$ cat config.mk
export PLATFORM = sky130hd
export DESIGN_NAME = wallace_mul8_sequencer_flat
export DESIGN_NICKNAME = d
export VERILOG_FILES = /design/src/rtl/wallace_mul8_sequencer_if.sv /design/src/rtl/wallace_mul8_sequencer.sv /design/src/flat_wrapper.sv
export SDC_FILE = /design/constraint.sdc
export NUM_CORES = 1
export LEC_CHECK = 0
export ABC_CLOCK_PERIOD_IN_PS = 7860
export CORE_MARGIN = 2
export CORE_UTILIZATION = 58
export CTS_CLUSTER_DIAMETER = 80
export DETAILED_ROUTE_END_ITERATION = 6
export PLACE_DENSITY = 0.86
export SLEW_MARGIN = 20
export SYNTH_ARGS = -nofsm -noshare
export SYNTH_HDL_FRONTEND = slang
export SYNTH_SLANG_ARGS = --single-unit
$ cat constraint.sdc
create_clock -name clk -period 7.86 [get_ports clk]
set_clock_uncertainty 0.2 [all_clocks]
set_input_delay 1.965 -clock clk [delete_from_list [all_inputs] [get_ports clk]]
set_output_delay 1.965 -clock clk [all_outputs]
set_load 0.005 [all_outputs]
$ cat src/rtl/wallace_mul8_sequencer_if.sv
// rtl/wallace_mul8_sequencer_if.sv - operand/result valid-ready bundle for wallace_mul8_sequencer
interface wallace_mul8_sequencer_if;
   logic        in_valid;
   logic        in_ready;
   logic [7:0]  in_a;
   logic [7:0]  in_b;
   logic        out_valid;
   logic        out_ready;
   logic [15:0] out_product;

   // operand source / result sink side
   modport master (
      output in_valid, in_a, in_b, out_ready,
      input  in_ready, out_valid, out_product
   );

   // multiplier side
   modport slave (
      input  in_valid, in_a, in_b, out_ready,
      output in_ready, out_valid, out_product
   );
endinterface

$ cat src/rtl/wallace_mul8_sequencer.sv
// rtl/wallace_mul8_sequencer.sv - iterative 8x8 multiplier over one shared 4x4 Wallace tree (option macro WALLACE_SEQ_ZERO_SKIP_EN)

// 4x4 unsigned Wallace-tree multiplier: two reduction layers then a final carry-propagate add
module wallace_tree4x4 (
   input  logic [3:0] a,
   input  logic [3:0] b,
   output logic [7:0] p
);
   logic [3:0] pp [4];
   logic       s1, c1, s2, c2, s3, c3, s4, c4, s5, c5, s6, c6;
   logic [7:0] row_x;
   logic [7:0] row_y;

   // partial product rows: pp[r][c] has weight r+c
   always_comb begin
      for (int r = 0; r < 4; r++) begin
         pp[r] = a & {4{b[r]}};
      end
   end

   // layer 1: trim the tall middle columns (3 and 4) with half adders
   assign {c1, s1} = {pp[0][3] & pp[1][2], pp[0][3] ^ pp[1][2]};
   assign {c2, s2} = {pp[1][3] & pp[2][2], pp[1][3] ^ pp[2][2]};

   // layer 2: full adders bring every column down to two bits
   assign s3 = pp[0][2] ^ pp[1][1] ^ pp[2][0];
   assign c3 = (pp[0][2] & pp[1][1]) | (pp[0][2] & pp[2][0]) | (pp[1][1] & pp[2][0]);
   assign s4 = s1 ^ pp[2][1] ^ pp[3][0];
   assign c4 = (s1 & pp[2][1]) | (s1 & pp[3][0]) | (pp[2][1] & pp[3][0]);
   assign s5 = s2 ^ pp[3][1] ^ c1;
   assign c5 = (s2 & pp[3][1]) | (s2 & c1) | (pp[3][1] & c1);
   assign s6 = pp[2][3] ^ pp[3][2] ^ c2;
   assign c6 = (pp[2][3] & pp[3][2]) | (pp[2][3] & c2) | (pp[3][2] & c2);

   // final two rows and carry-propagate adder
   assign row_x = {1'b0, pp[3][3], s6, s5, s4, s3, pp[0][1], pp[0][0]};
   assign row_y = {1'b0, c6, c5, c4, c3, 1'b0, pp[1][0], 1'b0};
   assign p     = row_x + row_y;
endmodule

module wallace_mul8_sequencer #(
   parameter int OPCNT_W = 16
) (
   input  logic                    clk,
   input  logic                    rst,
   wallace_mul8_sequencer_if.slave bus,
   output logic                    busy,
   output logic [OPCNT_W-1:0]      op_count
);
   typedef enum logic [1:0] {
      ST_IDLE = 2'd0,
      ST_MUL  = 2'd1,
      ST_DONE = 2'd2
   } state_t;

   localparam logic [OPCNT_W-1:0] CNT_ONE = 1;
   localparam logic [OPCNT_W-1:0] CNT_MAX = '1;

   state_t      state;
   state_t      state_nxt;
   logic [7:0]  a_r;
   logic [7:0]  b_r;
   logic [15:0] acc;
   logic [1:0]  pass;
   logic [3:0]  nib_a;
   logic [3:0]  nib_b;
   logic [7:0]  nib_prod;
   logic [15:0] nib_shifted;
   logic        accept;
   logic        deliver;
   logic        zero_op;
   logic        out_valid_r;
   logic        out_valid_nxt;
   logic        busy_nxt;

   assign bus.in_ready    = (state == ST_IDLE) && !rst;
   assign bus.out_valid   = out_valid_r;
   assign bus.out_product = acc;

   assign accept  = bus.in_valid && bus.in_ready;
   assign deliver = out_valid_r && bus.out_ready;

`ifdef WALLACE_SEQ_ZERO_SKIP_EN
   assign zero_op = (bus.in_a == 8'h00) || (bus.in_b == 8'h00);
`else
   assign zero_op = 1'b0;
`endif

   // the single shared tree instance; only this sequencer drives its operands
   wallace_tree4x4 u_tree (
      .a (nib_a),
      .b (nib_b),
      .p (nib_prod)
   );

   // pick the nibble pair for the current pass and align its product
   always_comb begin
      nib_a       = pass[0] ? a_r[7:4] : a_r[3:0];
      nib_b       = pass[1] ? b_r[7:4] : b_r[3:0];
      nib_shifted = 16'h0000;
      case (pass)
         2'd0:    nib_shifted = {8'h00, nib_prod};
         2'd1:    nib_shifted = {4'h0, nib_prod, 4'h0};
         2'd2:    nib_shifted = {4'h0, nib_prod, 4'h0};
         default: nib_shifted = {nib_prod, 8'h00};
      endcase
   end

   // state register together with the registered status outputs
   always_ff @(posedge clk) begin
      if (rst) begin
         state       <= ST_IDLE;
         out_valid_r <= 1'b0;
         busy        <= 1'b0;
      end else begin
         state       <= state_nxt;
         out_valid_r <= out_valid_nxt;
         busy        <= busy_nxt;
      end
   end

   // next-state decode
   always_comb begin
      state_nxt = state;
      case (state)
         ST_IDLE: begin
            if (accept) begin
               state_nxt = zero_op ? ST_DONE : ST_MUL;
            end
         end
         ST_MUL: begin
            if (pass == 2'd3) begin
               state_nxt = ST_DONE;
            end
         end
         ST_DONE: begin
            if (deliver) begin
               state_nxt = ST_IDLE;
            end
         end
         default: state_nxt = ST_IDLE;
      endcase
   end

   // output decode from the upcoming state so the outputs come straight from flops
   always_comb begin
      out_valid_nxt = 1'b0;
      busy_nxt      = 1'b0;
      case (state_nxt)
         ST_MUL: begin
            busy_nxt = 1'b1;
         end
         ST_DONE: begin
            out_valid_nxt = 1'b1;
            busy_nxt      = 1'b1;
         end
         default: begin
            out_valid_nxt = 1'b0;
            busy_nxt      = 1'b0;
         end
      endcase
   end

   // operand capture and per-pass accumulation; acc doubles as the result register
   always_ff @(posedge clk) begin
      if (rst) begin
         a_r  <= 8'h00;
         b_r  <= 8'h00;
         acc  <= 16'h0000;
         pass <= 2'd0;
      end else if (state == ST_IDLE) begin
         if (accept) begin
            a_r  <= bus.in_a;
            b_r  <= bus.in_b;
            acc  <= 16'h0000;
            pass <= 2'd0;
         end
      end else if (state == ST_MUL) begin
         acc  <= acc + nib_shifted;
         pass <= pass + 2'd1;
      end
   end

   // saturating count of delivered results
   always_ff @(posedge clk) begin
      if (rst) begin
         op_count <= '0;
      end else if (deliver && (op_count != CNT_MAX)) begin
         op_count <= op_count + CNT_ONE;
      end
   end
endmodule

$ cat src/flat_wrapper.sv
// flat-port wrapper written by rule: the top's interface ports become plain ports
module wallace_mul8_sequencer_flat 
#(
   parameter int OPCNT_W = 16
)
  (clk, rst, busy, op_count, bus_in_valid, bus_in_a, bus_in_b, bus_out_ready, bus_in_ready, bus_out_valid, bus_out_product);
  wallace_mul8_sequencer_if bus_i ();
  input  logic clk;
  input  logic rst;
  output logic busy;
  output logic [OPCNT_W-1:0] op_count;
  input wire logic [$bits(bus_i.in_valid)-1:0] bus_in_valid;
  input wire logic [$bits(bus_i.in_a)-1:0] bus_in_a;
  input wire logic [$bits(bus_i.in_b)-1:0] bus_in_b;
  input wire logic [$bits(bus_i.out_ready)-1:0] bus_out_ready;
  output wire logic [$bits(bus_i.in_ready)-1:0] bus_in_ready;
  output wire logic [$bits(bus_i.out_valid)-1:0] bus_out_valid;
  output wire logic [$bits(bus_i.out_product)-1:0] bus_out_product;
  assign bus_i.in_valid = bus_in_valid;
  assign bus_i.in_a = bus_in_a;
  assign bus_i.in_b = bus_in_b;
  assign bus_i.out_ready = bus_out_ready;
  assign bus_in_ready = bus_i.in_ready;
  assign bus_out_valid = bus_i.out_valid;
  assign bus_out_product = bus_i.out_product;
  wallace_mul8_sequencer #(.OPCNT_W(OPCNT_W)) u_core (.clk(clk), .rst(rst), .bus(bus_i), .busy(busy), .op_count(op_count));
endmodule
==> impl_metrics.toml, run 1 <==
[drt]
totalWireLength_mm = 7.809
via_count = 3117
routed_via_density = 5.772
firstDrtPassIters = 5
wl_per_cell_um = 14.46
drcViolationCount = 0
first_iter_violations = 178
drt.antenna.violating_nets = 0

[yosys]
synth_edf_count = 0
syn-cell-area_mm2 = 0.003418
ys_seq_area_frac = 0.3163
netlist_instances = 421
yosys_warnings = 0
synth_seq_cells = 54
avgSynthCellArea_um2 = 8.119
ys_async_sr_fraction = 0
syn_nets = 473
synth.distinct_cells = 45
dominantRegCellSynth = "dfxtp_1"

[cts]
clkTransAtPathRegs_ps = 100
cts_tree = "done"
root_buffer = "clkbuf_8"
ctsResizeCount = 0
htreeDepth = 2
cts_made_buffers = 5
postCtsSetupBuffers = 0
cts_max_path_buffers = 2
clock_sinks = 54
insertion_delay_ps = 320
hold_buffers = 0

[worst_hold_path]
hold_class = "reg2reg"

[global_route]
grt_usage = 0.2502
grt-busiest-layer = "met2"
met3_usage = 0.03667
first_global_vias = 2882
grt_use_met1 = 0.3294
grtUsageMet2 = 0.4200
antenna_found_initial = 0
grt_max_degree = 51
grt_pass1_wl_mm = 12.90
overflow = 0

[placed_design]
place_inst = 532
placed_area_mm2 = 0.003991
gp_congestion = 0.8573
place_hpwl_mm = 5.915
io_buffers = 54
dp_slack_ps = 2172

[floorplan]
die-height_um = 80.77
die_x_um = 80.77
initial_utilization = 0.6095
fp-row-count = 27
io_pins = 55
core_mm2 = 0.005608
dieArea_mm2 = 0.006524

[job]
maxCapViolCount = 0

[finish]
instances_no_fill = 540
syn_to_final_growth_pct = 19.55
post-route-cell-area_mm2 = 0.004086
n_antenna_cell = 0
drive_gt1_frac = 0.03632
fillers = 442
final_nets = 519

[sta]
finalCritPeriodShare = 0.7225
worstMarginPinSlew_ps = 792.7
setup_tns_ps = 0
max-slew-margin-rel = 0.4702
fmax_ghz = 0.1761
finalHoldViolCount = 0
period_needed_ps = 5679
rsz0062_at_grt = "no"
setup-violations-final = 0
setup_ws_ps = 2181
holdWs_ps = 286.9
slew_viol_final = 0

[pwr]
p_per_area_mw_per_mm2 = 129.0
ir_drop_mv = 0.1371
p_leak_nw = 1.701

[critical_path]
startpoint_type = "primary input"
critPathSlowestCell = "clkdlybuf4s50_1"
crit_required_ps = 5700
cp_num_buf_inv = 3
critPathCaptureType = "output port"
cp.arrival_ps = 3510
crit_family = "buffers and inverters"
r2r_setup_slack_ps = 2740
crit_type = "in2out"
cp_common_cell = "clkdlybuf4s50_1"
crit_chain = "clkdlybuf4s50_1 -> buf_4 -> nor3_1 -> clkdlybuf4s50_1"
crit_path_max_fanout = 50
critPathMaxStageDelay_ps = 570

[run_status]
status = "complete, no violations"
==> area by class of cell <==
cell class,count,area [µm²],share of cell area
Sequential cell,54,1081,0.2645
Clock inverter,3,26.28,0.006430
Clock buffer,5,68.82,0.01684
Tap cell,72,90.09,0.02205
Timing Repair Buffer,56,555.5,0.1359
Inverter,8,30.03,0.007348
Multi-Input combinational cell,342,2235,0.5468
==> stage by stage <==
| stage | util | power (W) |
|---|---|---|
| 5_1_grt | 0.7287 | 0.0005500 |
| 6_report | 0.7287 | 0.0005272 |
| 3_5_place_dp | 0.7117 | 0.0003627 |
| 4_1_cts | 0.7287 | 0.0005287 |
| 3_3_place_gp | 0.7117 | 0.0003603 |
| 2_1_floorplan | - | 0.0003376 |
==> metal layers <==
layer / wire, µm / share of wire / vias up
met2: 3798 / 0.49 / 94
met5: 0 / 0 / -
li1: - / - / 1551
met3: 462 / 0.059 / 15
met4: 141 / 0.018 / 0
met1: 3406 / 0.44 / 1457
==> worst paths after layout <==
kind,startpoint,end,cells past startpoint
min,u_core.bus.out_product[12],u_core.bus.out_product[12],2
max reg2reg,u_core.pass[1],u_core.bus.out_product[15],17
min reg2reg,u_core.bus.out_product[12],u_core.bus.out_product[12],2
max,rst,bus_in_ready,4
==> cell usage in the layout (no fill, tap or decap), types with 6 or more instances in the layout <==
cell type | synthesis | layout
dfxtp_1 | 54 | 54
nand3_1 | 17 | 17
xnor2_1 | 16 | 16
a21oi_1 | 27 | 27
inv_1 | 8 | 8
mux2i_1 | 11 | 11
nor2_1 | 57 | 57
nand2_1 | 66 | 66
o21bai_1 | 7 | 7
o21ai_0 | 12 | 12
nand3b_1 | 16 | 16
nor2b_1 | 7 | 7
xor2_1 | 11 | 11
ha_1 | 27 | 27
clkdlybuf4s50_1 | 0 | 54
a22o_1 | 6 | 6
==> where the power goes <==
part	internal, W	leakage [nW]	switching, W
clock	0.0000659	0.0491	0.000104
combinational	0.0000302	1.21	0.0000391
sequential	0.000282	0.439	0.00000602
total	0.000378	1.70	0.000149
==> tightest hold or removal path: stages (launching register included) <==
cell and delay (ps):
dfxtp_1 340, nand2_1 50, o21ai_0 60
==> state kept, by name, indices dropped and copies added (netlist names) <==
signal and cells:
u_core.state 2, u_core.b_r 8, u_core.bus.out_product 16, u_core.pass 2
u_core.busy 1, u_core.op_count 16, u_core.a_r 8, u_core.bus.out_valid 1
==> synthesized netlist by cell type (all sizes together) (2+ instances only) <==
cell | number | share of area
nand4 | 3 | 0.0055
buf | 2 | 0.0048
nor2 | 57 | 0.063
and2 | 5 | 0.0092
a21oi | 27 | 0.040
xnor2 | 16 | 0.041
a211oi | 2 | 0.0059
a31oi | 5 | 0.0092
mux2i | 11 | 0.032
xor2 | 11 | 0.028
nor2b | 7 | 0.013
inv | 8 | 0.0088
clkbuf | 15 | 0.016
and4 | 3 | 0.0088
nand3b | 16 | 0.035
and3b | 3 | 0.0077
nor4 | 2 | 0.0037
nand3 | 17 | 0.025
nor3 | 5 | 0.0073
o21ai | 12 | 0.018
and3 | 6 | 0.011
nand2b | 4 | 0.0073
fa | 5 | 0.029
nand2 | 66 | 0.072
o21bai | 7 | 0.015
ha | 27 | 0.099
a41oi | 2 | 0.011
a22oi | 4 | 0.0088
a22o | 6 | 0.015
dfxtp | 54 | 0.32
a21o | 3 | 0.0066
==> cells by family (layout without fill, tap and decap cells) <==
| group | Yosys count | count (layout) | share of synthesized area |
|---|---|---|---|
| simple gates | 199 | 199 | 0.2837 |
| compound gates | 73 | 73 | 0.1406 |
| flops | 54 | 54 | 0.3163 |
| fa+ha+maj | 32 | 32 | 0.1281 |
| xor+xnor | 27 | 27 | 0.06918 |
| buf+inv | 25 | 72 | 0.03001 |
| mux | 11 | 11 | 0.03221 |
(Power assumes the default switching activity.)
==> run 2: changes to the inputs <==
Settings changed: ABC_CLOCK_PERIOD_IN_PS 7860 to 5400, CORE_UTILIZATION 58 to 54, PLACE_DENSITY 0.86 to 0.8.
Clock period 7.86 ns to 5.4 ns, I/O delays scaled along.
==> run 2 against run 1 <==
  * Design area is 0.61% higher
  * Highest routed layer unchanged
  * Largest cell class unchanged
  * First-iteration DRC count down 5.1%
  * Utilization fell by 4.6 points
  * Setup slack got worse by 1800 ps
  * Combinational power up 46%
  * Critical path depth is 14 higher
  * Critical endpoint is now u_core.bus.out_product[15]
  * Clock power grew 68%
  * Hold slack lost 0.88 ps
  * Critical path type is now reg2reg
  * Clock-buffer cell count is the same
==> impl_metrics.toml, run 2 (synthesized netlist as in run 1, its figures left out) <==
[placed_design]
placed_area_mm2 = 0.003995
place_inst = 535
io_buffers = 54
gp_congestion = 0.8768
place_hpwl_mm = 5.877

[cts]
clkTransAtPathRegs_ps = 100
clock_sinks = 54
insertion_delay_ps = 320
htreeDepth = 2
postCtsSetupBuffers = 0
cts_max_path_buffers = 2
root_buffer = "clkbuf_8"
hold_buffers = 0
ctsResizeCount = 0
cts_tree = "done"
cts_made_buffers = 5

[floorplan]
core_mm2 = 0.006026
fp-row-count = 28
die-height_um = 83.56
initial_utilization = 0.5673
die_x_um = 83.56
dieArea_mm2 = 0.006982
io_pins = 55

[drt]
firstDrtPassIters = 5
routed_via_density = 5.599
totalWireLength_mm = 7.874
drt.antenna.violating_nets = 0
wl_per_cell_um = 14.50
first_iter_violations = 169
via_count = 3040
drcViolationCount = 0

[pwr]
ir_drop_mv = 0.1635
p_leak_nw = 1.711
p_per_area_mw_per_mm2 = 196.3
total_power_w = 0.0008072

[finish]
layout_commonest_cell = "nand2_1"
post-route-cell-area_mm2 = 0.004111
multi_input_area_mm2 = 0.002235
drive_gt1_frac = 0.03632
layout_common_cells = "nand2_1 (66), nor2_1 (57), clkdlybuf4s50_1 (54), dfxtp_1 (54)"
syn_to_final_growth_pct = 20.28
final_nets = 519
instances_no_fill = 543
fillers = 513
seq_area_mm2 = 0.001081
n_antenna_cell = 0

[critical_path]
crit_required_ps = 5440
cp_num_buf_inv = 0
r2r_setup_slack_ps = 420
critPathCaptureType = "flop"
critPathSlowestCell = "dfxtp_1"
cp.arrival_ps = 5020
cp_common_cell = "ha_1"
critPathMaxStageDelay_ps = 510
startpoint_type = "flop"
crit_path_max_fanout = 6
crit_type = "reg2reg"
crit_family = "adder cells"
crit_chain = "mux2i_1 -> nor2_1 -> ha_1 -> fa_1 -> ha_1 -> a31oi_1 -> o21bai_1 -> a21oi_1 -> xnor2_1 -> a22oi_1 -> nor2_1 -> ha_1 -> nand2_1 -> o21ai_0 -> o21ai_0 -> and3_1 -> or4_1 -> o211ai_1"

[job]
maxCapViolCount = 0

[sta]
setup-violations-final = 0
fmax_ghz = 0.2010
worstMarginPinSlew_ps = 850.8
finalCritPeriodShare = 0.9215
max-slew-margin-rel = 0.4315
setup_tns_ps = 0
finalHoldViolCount = 0
period_needed_ps = 4976
rsz0062_at_grt = "no"
holdWs_ps = 286.1
slew_viol_final = 0

[worst_hold_path]
hold_class = "reg2reg"

[global_route]
antenna_found_initial = 0
first_global_vias = 2898
overflow = 0
grt_max_degree = 50
grt_usage = 0.2230
grt_pass1_wl_mm = 13.25

[run_status]
status = "complete, no violations"
run 2: changes by cell type in the layout (fill, tap and decap cells not counted), sizes merged:
cell,delta
bufinv,+1
inv,-1
run 2: area by class of cell:
class / instances / share of cell area
Clock inverter: 3 / 0.01156
Clock buffer: 5 / 0.01674
Multi-Input combinational cell: 342 / 0.5435
Timing Repair Buffer: 56 / 0.1351
Sequential cell: 54 / 0.2629
Inverter: 8 / 0.007304
Tap cell: 75 / 0.02282
run 2: per-layer routing:
layer,global-route usage,share of wire,up-vias
li1,-,-,1554
met1,0.3074,0.47,1408
met2,0.3615,0.48,66
met3,0.04055,0.033,12
met4,0.05572,0.015,0
met5,0,0,-
run 2: worst min-delay path: cells and delay by family (launching register included):
| kind | cells | cell delay, ps |
|---|---|---|
| flops | 1 | 330 |
| simple gates | 2 | 120 |
run 2: where the power goes:
group	total, W	internal (W)	switching [W]
clock	0.000286	0.000141	0.000145
sequential	0.000420	0.000410	0.00000940
combinational	0.000101	0.0000441	0.0000571
total	0.000807	0.000595	0.000212
run 2: final timing paths:
check / from / depth (start not counted) / endpoint
setup / recovery: u_core.pass[0] / 18 / u_core.bus.out_product[15]
hold / removal: u_core.a_r[7] / 2 / u_core.a_r[7]
setup reg to reg: u_core.pass[0] / 18 / u_core.bus.out_product[15]
hold reg to reg: u_core.a_r[7] / 2 / u_core.a_r[7]
run 2: per-stage QoR:
stage          worst slack (ps)  utilization
4_1_cts                   467.6       0.6823
3_5_place_dp              507.5       0.6630
5_1_grt                   56.43       0.6823
6_report                  423.8       0.6823
3_3_place_gp              670.9       0.6630
2_1_floorplan             831.1            -
